[config.mk]
export PLATFORM = sky130hd
export DESIGN_NAME = imem_boot_loader
export DESIGN_NICKNAME = d
export VERILOG_FILES = /design/src/rtl/imem_boot_loader.sv
export SDC_FILE = /design/constraint.sdc
export NUM_CORES = 1
export LEC_CHECK = 0
export CAP_MARGIN = 5
export CORE_MARGIN = 2
export CORE_UTILIZATION = 50
export CTS_BUF_LIST = sky130_fd_sc_hd__clkbuf_4 sky130_fd_sc_hd__clkbuf_8
export DETAILED_ROUTE_END_ITERATION = 7
export PLACE_DENSITY_LB_ADDON = 0.25
export SETUP_SLACK_MARGIN = 0.05
export SLEW_MARGIN = 20
export SYNTH_ARGS = -nofsm -noshare
export SYNTH_HDL_FRONTEND = slang
export SYNTH_SLANG_ARGS = --single-unit
[constraint.sdc]
create_clock -name clk -period 4.02 [get_ports clk]
set_input_delay 0.804 -clock clk [delete_from_list [all_inputs] [get_ports clk]]
set_output_delay 0.804 -clock clk [all_outputs]
set_load 0.02 [all_outputs]
[src/rtl/imem_boot_loader.sv]
// Boot loader: receives a framed byte stream (length, big-endian words, XOR checksum),
// writes the words into instruction memory, and releases the CPU reset once the frame verifies.
module imem_boot_loader #(
  parameter int unsigned ADDR_WIDTH = 10,
  parameter int unsigned BASE_ADDR  = 0
) (
  input  logic                  clk,
  input  logic                  rst_n,
  input  logic                  start,
  input  logic                  in_valid,
  input  logic [7:0]            in_data,
  output logic                  in_ready,
  output logic                  mem_we,
  output logic [ADDR_WIDTH-1:0] mem_addr,
  output logic [31:0]           mem_wdata,
  output logic                  cpu_rst_n,
  output logic                  busy,
  output logic                  done,
  output logic                  error,
  output logic [15:0]           words_loaded
);

  localparam logic [ADDR_WIDTH-1:0] BASE      = ADDR_WIDTH'(BASE_ADDR);
  localparam logic [16:0]           MAX_WORDS = 17'(2 ** (ADDR_WIDTH - 2));

  typedef enum logic [2:0] {
    S_IDLE, S_LEN_HI, S_LEN_LO, S_DATA, S_CSUM, S_DONE, S_ERROR
  } state_t;

  state_t      state;
  logic [15:0] len;
  logic [23:0] wbuf;
  logic [1:0]  bcnt;
  logic [7:0]  csum;
  logic        xfer;

  assign in_ready = (state == S_LEN_HI) || (state == S_LEN_LO) ||
                    (state == S_DATA)   || (state == S_CSUM);
  assign busy     = in_ready;
  assign done     = (state == S_DONE);
  assign error    = (state == S_ERROR);
  assign xfer     = in_valid && in_ready;

  always_ff @(posedge clk or negedge rst_n) begin
    if (!rst_n) begin
      state        <= S_IDLE;
      len          <= '0;
      wbuf         <= '0;
      bcnt         <= '0;
      csum         <= '0;
      mem_we       <= 1'b0;
      mem_addr     <= '0;
      mem_wdata    <= '0;
      cpu_rst_n    <= 1'b0;
      words_loaded <= '0;
    end else begin
      mem_we <= 1'b0;
      case (state)
        S_IDLE, S_DONE, S_ERROR: begin
          if (start) begin
            state        <= S_LEN_HI;
            words_loaded <= '0;
            csum         <= '0;
            bcnt         <= '0;
            cpu_rst_n    <= 1'b0;
          end
        end
        S_LEN_HI: begin
          if (xfer) begin
            len[15:8] <= in_data;
            state     <= S_LEN_LO;
          end
        end
        S_LEN_LO: begin
          if (xfer) begin
            len[7:0] <= in_data;
            if ({1'b0, len[15:8], in_data} > MAX_WORDS)
              state <= S_ERROR;
            else if ({len[15:8], in_data} == 16'd0)
              state <= S_CSUM;
            else
              state <= S_DATA;
          end
        end
        S_DATA: begin
          if (xfer) begin
            wbuf <= {wbuf[15:0], in_data};
            csum <= csum ^ in_data;
            bcnt <= bcnt + 2'd1;
            if (bcnt == 2'd3) begin
              // Word is emitted from the shift buffer plus the byte arriving now.
              mem_we       <= 1'b1;
              mem_wdata    <= {wbuf, in_data};
              mem_addr     <= BASE + {words_loaded[ADDR_WIDTH-3:0], 2'b00};
              words_loaded <= words_loaded + 16'd1;
              if ((words_loaded + 16'd1) == len)
                state <= S_CSUM;
            end
          end
        end
        S_CSUM: begin
          if (xfer) begin
            if (in_data == csum) begin
              state     <= S_DONE;
              cpu_rst_n <= 1'b1;
            end else begin
              state <= S_ERROR;
            end
          end
        end
        default: state <= S_IDLE;
      endcase
    end
  end

endmodule

==> impl_metrics.py, run 1 <==
metrics = {
    "sta": {
        "grt_setup_unrepaired": "no",
        "timing.final.crit_share_pct": 71.9,
        "maxSlewHeadroom_pct": 31.5,
        "finalHoldViolations": 0,
        "worstMarginPinSlew_ns": 1.02,
        "final_max_slew_viol_count": 0,
        "min_period_ns": 2.89,
        "holdWs_ns": 0.355,
        "setup_tns_ns": 0,
        "setup_viol": 0,
        "setup_slack_ns": 1.13,
        "skew_ns": 0.0111,
        "max_clock_freq_mhz": 346,
    },
    "critical_path": {
        "cp_max_fo": 16,
        "r2r_start": "words_loaded[0]",
        "cp.arrival_ns": 3.13,
        "crit_type": "in2reg",
        "rr_worst_depth": 7,
        "r2r_slack_ns": 1.21,
        "crit_required_ns": 4.26,
        "worst_setup_path_start_kind": "input pin",
        "worstSetupEndpointType": "flop",
        "r2r-end": "state[1]",
    },
    "clock_tree": {
        "cts_made_buffers": 9,
        "cts_tree": "done",
        "postCtsSetupRepairBufs": 0,
        "cts-root-buf": "clkbuf_8",
        "clk_latency_ns": 0.38,
        "clockBufferDepth": 2,
        "cts.repair.resized": 0,
        "clkTransAtPathRegs_ns": 0.12,
        "htree_levels": 3,
        "cts.sinks": 111,
        "ctsHoldBuffers": 0,
    },
    "logic_synthesis": {
        "ys_seq_area_share_pct": 52.5,
        "synth_ff_type": "dfrtp_1",
        "yosysUniqueCellTypes": 52,
        "yosysWarningCount": 0,
        "synth-async-reset-ratio_pct": 100,
        "ys_seq_elements": 111,
        "syn_area_um2": 5290,
        "synth_area_per_cell_um2": 8.96,
        "synth_edf_count": 0,
        "netlist_instances": 591,
    },
    "routing": {
        "drt_first_pass_iters": 7,
        "routed_wl_um": 12100,
        "wl_met1_um": 5680,
        "wl_per_cell_um": 15.4,
        "drt_iter0_drc": 344,
        "dr_wl_met3_um": 707,
        "drc": 0,
        "viasPerCell": 5.55,
        "wl_met2_um": 5550,
        "drtAntennaViolNets": 0,
        "num_vias": 4359,
        "top_layer": "met4",
    },
    "place": {
        "place_hpwl_um": 8140,
        "io_buffers": 73,
        "dp_slack_ns": 0.737,
        "globalplace.congestion": 0.901,
    },
    "floorplanning": {
        "dieWidth_um": 107,
        "num_io_pins": 76,
        "start_util_pct": 51.3,
        "core_area_um2": 10300,
        "fp.dieH_um": 107,
        "fp.dieArea_um2": 11400,
        "num_rows": 37,
    },
    "global_route": {
        "antenna_found_initial": 0,
        "grt_overflow_total": 0,
        "grt_max_degree": 64,
        "grt_use_total_pct": 22.8,
        "grt_pass1_wl_um": 20700,
        "grt_pass1_vias": 4211,
    },
    "final_layout": {
        "area_growth_pct": 18.3,
        "nFillCells": 929,
        "nets": 659,
        "n_antenna_cell": 0,
        "drive_above_1_share_pct": 6.46,
    },
    "worst_hold_path": {
        "hp-class": "in2async",
    },
    "pwr": {
        "power_leakage_nw": 2.90,
        "p_per_area_nw_per_um2": 662,
        "ir_drop_uv": 334,
    },
    "outcome": {
        "status": "complete, no violations",
    },
    "flow_run": {
        "drv_cap": 0,
    },
}
worst max-delay path, cell delays in order:
cell and delay, ns:
clkdlybuf4s50_1 0.54, nor2b_1 0.21, a22oi_1 0.09, o22ai_1 0.53
o21ai_1 0.54, o21ai_0 0.31, o31ai_1 0.10
kinds of logic after synthesis:
kind of cell	after synthesis	share of synthesized area [%]
AND/OR/NAND/NOR	293	23.7
multiplexers	17	3.55
XOR/XNOR	30	4.96
AO/OA/AOI/OAI	92	10.9
flip-flops	111	52.5
adder cells (fa/ha/maj)	2	0.473
buffers and inverters	45	3.90
other	1	0.0709
metal layers:
metal	GRT usage, %	up-vias
met5	0	-
li1	-	2086
met4	7.70	0
met3	3.28	13
met2	35.3	145
met1	33.1	2115
layout by cell type (no fill, tap or decap), drive strengths merged, types with 5 or more instances in the layout:
cell type,instances
nand2,219
dfrtp,111
clkdlybuf4s50,72
o21ai,47
nor2,23
xnor2,21
mux2,14
inv,12
xor2,9
clkbuf,9
nand4,9
nor4,9
o31ai,7
nand3,7
a21oi,6
buf,6
and3,5
nor2b,5
nor3,5
a31oi,5
cells in the mapped netlist, drive strengths merged (2+ instances only):
| library cell | number | share of area, % |
|---|---|---|
| a31oi | 5 | 0.59 |
| xnor2 | 21 | 3.5 |
| ha | 2 | 0.47 |
| mux2 | 14 | 3.0 |
| and3 | 5 | 0.59 |
| buf | 19 | 2.1 |
| nand4 | 9 | 1.3 |
| clkbuf | 17 | 1.2 |
| a2bb2oi | 2 | 0.33 |
| dfrtp | 111 | 52 |
| nor2 | 23 | 1.7 |
| o31ai | 7 | 0.99 |
| xor2 | 9 | 1.5 |
| nor4 | 9 | 1.2 |
| o41ai | 4 | 0.66 |
| nor3 | 5 | 0.47 |
| or3 | 4 | 0.47 |
| a21oi | 6 | 0.57 |
| o21ai | 47 | 4.4 |
| o22ai | 2 | 0.24 |
| nor2b | 5 | 0.59 |
| nand3 | 7 | 0.90 |
| a22o | 3 | 0.50 |
| a211oi | 2 | 0.28 |
| mux2i | 3 | 0.57 |
| nand2 | 219 | 16 |
| inv | 9 | 0.64 |
| nand2b | 3 | 0.35 |
| a21o | 3 | 0.43 |
metrics by stage:
step	utilization [%]	power, W	std cells	instance area [µm²]
after CTS	60.6	0.00417	786	6260
after detailed placement	58.7	0.00351	770	6060
after global routing	60.6	0.00446	786	6260
after floorplan	-	0.00288	592	5300
final	60.6	0.00414	786	6260
after global placement	58.7	0.00344	770	6060
worst max path at each step:
stage                    startpoint          endpoint  slack [ns]
detailed placement         in_valid   words_loaded[3]        0.74
floorplan           words_loaded[2]          state[1]        1.61
finish                     in_valid   words_loaded[3]        1.13
CTS                        in_valid   words_loaded[3]        1.12
global route               in_valid   words_loaded[3]        0.80
global placement           in_valid  words_loaded[15]        0.91
cell type report:
class,count,area (µm²),area share [%]
clock buffers,9,124,1.98
clock inverters,7,72.6,1.16
inverters,9,33.8,0.540
multi-input cells,436,2310,37.0
flip-flops and latches,111,2780,44.4
well taps,136,170,2.72
repair buffers,78,766,12.2
flip-flops by register name, summed over array words and instances, names as in the netlist:
name / cells
mem_wdata: 32
wbuf: 24
len: 16
words_loaded: 16
csum: 8
mem_addr: 8
state: 3
bcnt: 2
cpu_rst_n: 1
mem_we: 1
power by group:
| group | switching, W | internal (W) |
|---|---|---|
| sequential | 0.000327 | 0.00151 |
| combinational | 0.000923 | 0.000722 |
| clock | 0.000414 | 0.000244 |
| total | 0.00166 | 0.00248 |
Note: power is estimated with default switching activity, not from simulation.
==> inputs of run 2 (changes only) <==
==> constraint.sdc (replaced) <==
create_clock -name clk -period 2.9 [get_ports clk]
set_input_delay 0.58 -clock clk [delete_from_list [all_inputs] [get_ports clk]]
set_output_delay 0.58 -clock clk [all_outputs]
set_load 0.02 [all_outputs]
==> impl_metrics.py, run 2 (synthesis gave the netlist of run 1 again) <==
metrics = {
    "outcome": {
        "status": "complete, no violations",
    },
    "sta": {
        "max_clock_freq_mhz": 373,
        "setup_tns_ns": 0,
        "grt_setup_unrepaired": "no",
        "timing.final.crit_share_pct": 92.5,
        "worstMarginPinSlew_ns": 0.642,
        "maxSlewHeadroom_pct": 56.8,
        "final_max_slew_viol_count": 0,
        "min_period_ns": 2.68,
        "skew_ns": 0.0193,
        "finalHoldViolations": 0,
        "setup_viol": 0,
    },
    "clock_tree": {
        "cts.sinks": 111,
        "clk_latency_ns": 0.39,
        "cts-root-buf": "clkbuf_8",
        "htree_levels": 3,
        "cts.repair.resized": 0,
        "cts_made_buffers": 9,
        "cts_tree": "done",
        "clockBufferDepth": 2,
        "clkTransAtPathRegs_ns": 0.13,
    },
    "global_route": {
        "grt_max_degree": 65,
        "grt_pass1_vias": 4135,
        "grt_use_total_pct": 23.6,
        "grt_overflow_total": 0,
        "grt_pass1_wl_um": 21000,
        "antenna_found_initial": 0,
    },
    "floorplanning": {
        "core_area_um2": 10300,
        "start_util_pct": 51.3,
        "num_rows": 37,
        "num_io_pins": 76,
        "fp.dieH_um": 107,
        "dieWidth_um": 107,
        "fp.dieArea_um2": 11400,
    },
    "place": {
        "place_inst": 785,
        "dpl_cell_area_um2": 6190,
        "io_buffers": 73,
        "globalplace.congestion": 0.930,
        "place_hpwl_um": 8960,
    },
    "final_layout": {
        "final_cell_mix": "218 x nand2_1, 111 x dfrtp_1, 72 x clkdlybuf4s50_1",
        "stdcell_area_um2": 6430,
        "final_common_cell": "nand2_1",
        "multi_input_area_um2": 2310,
        "largest_reg_flops": 32,
        "nets": 676,
        "drive_above_1_share_pct": 8.85,
        "area_growth_pct": 21.4,
        "largestRegisters": "mem_wdata (32), wbuf (24)",
        "nFillCells": 874,
        "top_register": "mem_wdata",
        "n_antenna_cell": 0,
        "fin_cells": 803,
        "regArea_um2": 2780,
    },
    "critical_path": {
        "crit_buf_inv": 0,
        "crit_required_ns": 3.17,
        "crit_type": "reg2reg",
        "cp.arrival_ns": 2.95,
        "slowest_delay_ns": 0.60,
        "crit_slowest_cell": "dfrtp_1",
        "worst_setup_path_start_kind": "flop",
        "worst_path_most_repeated_cell": "or3_1",
        "worstPathCellList": "nand4_4 > or3_1 > or3_1 > a222oi_1 > nand4_1 > o31a_1",
        "worstSetupEndpointType": "flop",
        "cp_max_fo": 11,
        "crit_family": "simple AND/OR/NAND/NOR gates",
    },
    "routing": {
        "wl_per_cell_um": 15.9,
        "num_vias": 4368,
        "drt_iter0_drc": 345,
        "drt_first_pass_iters": 5,
        "drtAntennaViolNets": 0,
        "routed_wl_um": 12700,
        "viasPerCell": 5.44,
        "drc": 0,
    },
    "pwr": {
        "p_per_area_nw_per_um2": 922,
        "power_leakage_nw": 2.99,
        "ir_drop_uv": 555,
    },
    "worst_hold_path": {
        "hp-class": "in2async",
    },
    "flow_run": {
        "drv_cap": 0,
    },
}
## run 2: power by group
group | internal [W] | total, W | switching [W]
Sequential | 0.00210 | 0.00257 | 0.000478
Combinational | 0.00106 | 0.00236 | 0.00130
Clock | 0.000367 | 0.000992 | 0.000625
Total | 0.00352 | 0.00593 | 0.00241
## run 2: final timing paths
path | start | endpoint | slack (ns) | cells after the start
max in group asynchronous | rst_n | len[9] | 1.95 | 2
min in group clk | wbuf[22] | mem_wdata[30] | 0.49 | 2
min | rst_n | mem_wdata[24] | 0.19 | 1
min reg2reg | wbuf[22] | mem_wdata[30] | 0.49 | 2
max reg2reg | words_loaded[6] | state[1] | 0.22 | 6
max | words_loaded[6] | state[1] | 0.22 | 6
## run 2: final cells by class
| type | instances | share of cell area (%) |
|---|---|---|
| Tap cell | 136 | 2.65 |
| Multi-Input combinational cell | 436 | 36.0 |
| Timing Repair Buffer | 95 | 14.1 |
| Sequential cell | 111 | 43.2 |
| Clock buffer | 9 | 1.93 |
| Inverter | 9 | 0.526 |
| Clock inverter | 7 | 1.58 |
## run 2: repair_timing
item                                    CTS  global route
hold buffers                              0             0
endpoints found under the setup margin    0             1
setup buffers                             0             2
## run 2: metrics by stage
| step | hold WS (ns) | total power [W] | utilization (%) | worst slack (ns) |
|---|---|---|---|---|
| final | 0.188 | 0.00593 | 62.3 | 0.216 |
| after global routing | 0.226 | 0.00635 | 62.3 | 0.0749 |
| after global placement | 0.455 | 0.00489 | 59.9 | 0.314 |
| after detailed placement | 0.460 | 0.00495 | 59.9 | 0.257 |
| after floorplan | 0.284 | 0.00400 | - | 0.488 |
| after CTS | 0.211 | 0.00595 | 62.1 | 0.225 |
## run 2: metal layers
metal	track usage, %	up-vias	wire length (µm)
met4	5.66	0	130
li1	-	2127	-
met1	37.4	2096	6420
met3	3.28	8	646
met2	34.2	137	5540
met5	0	-	0
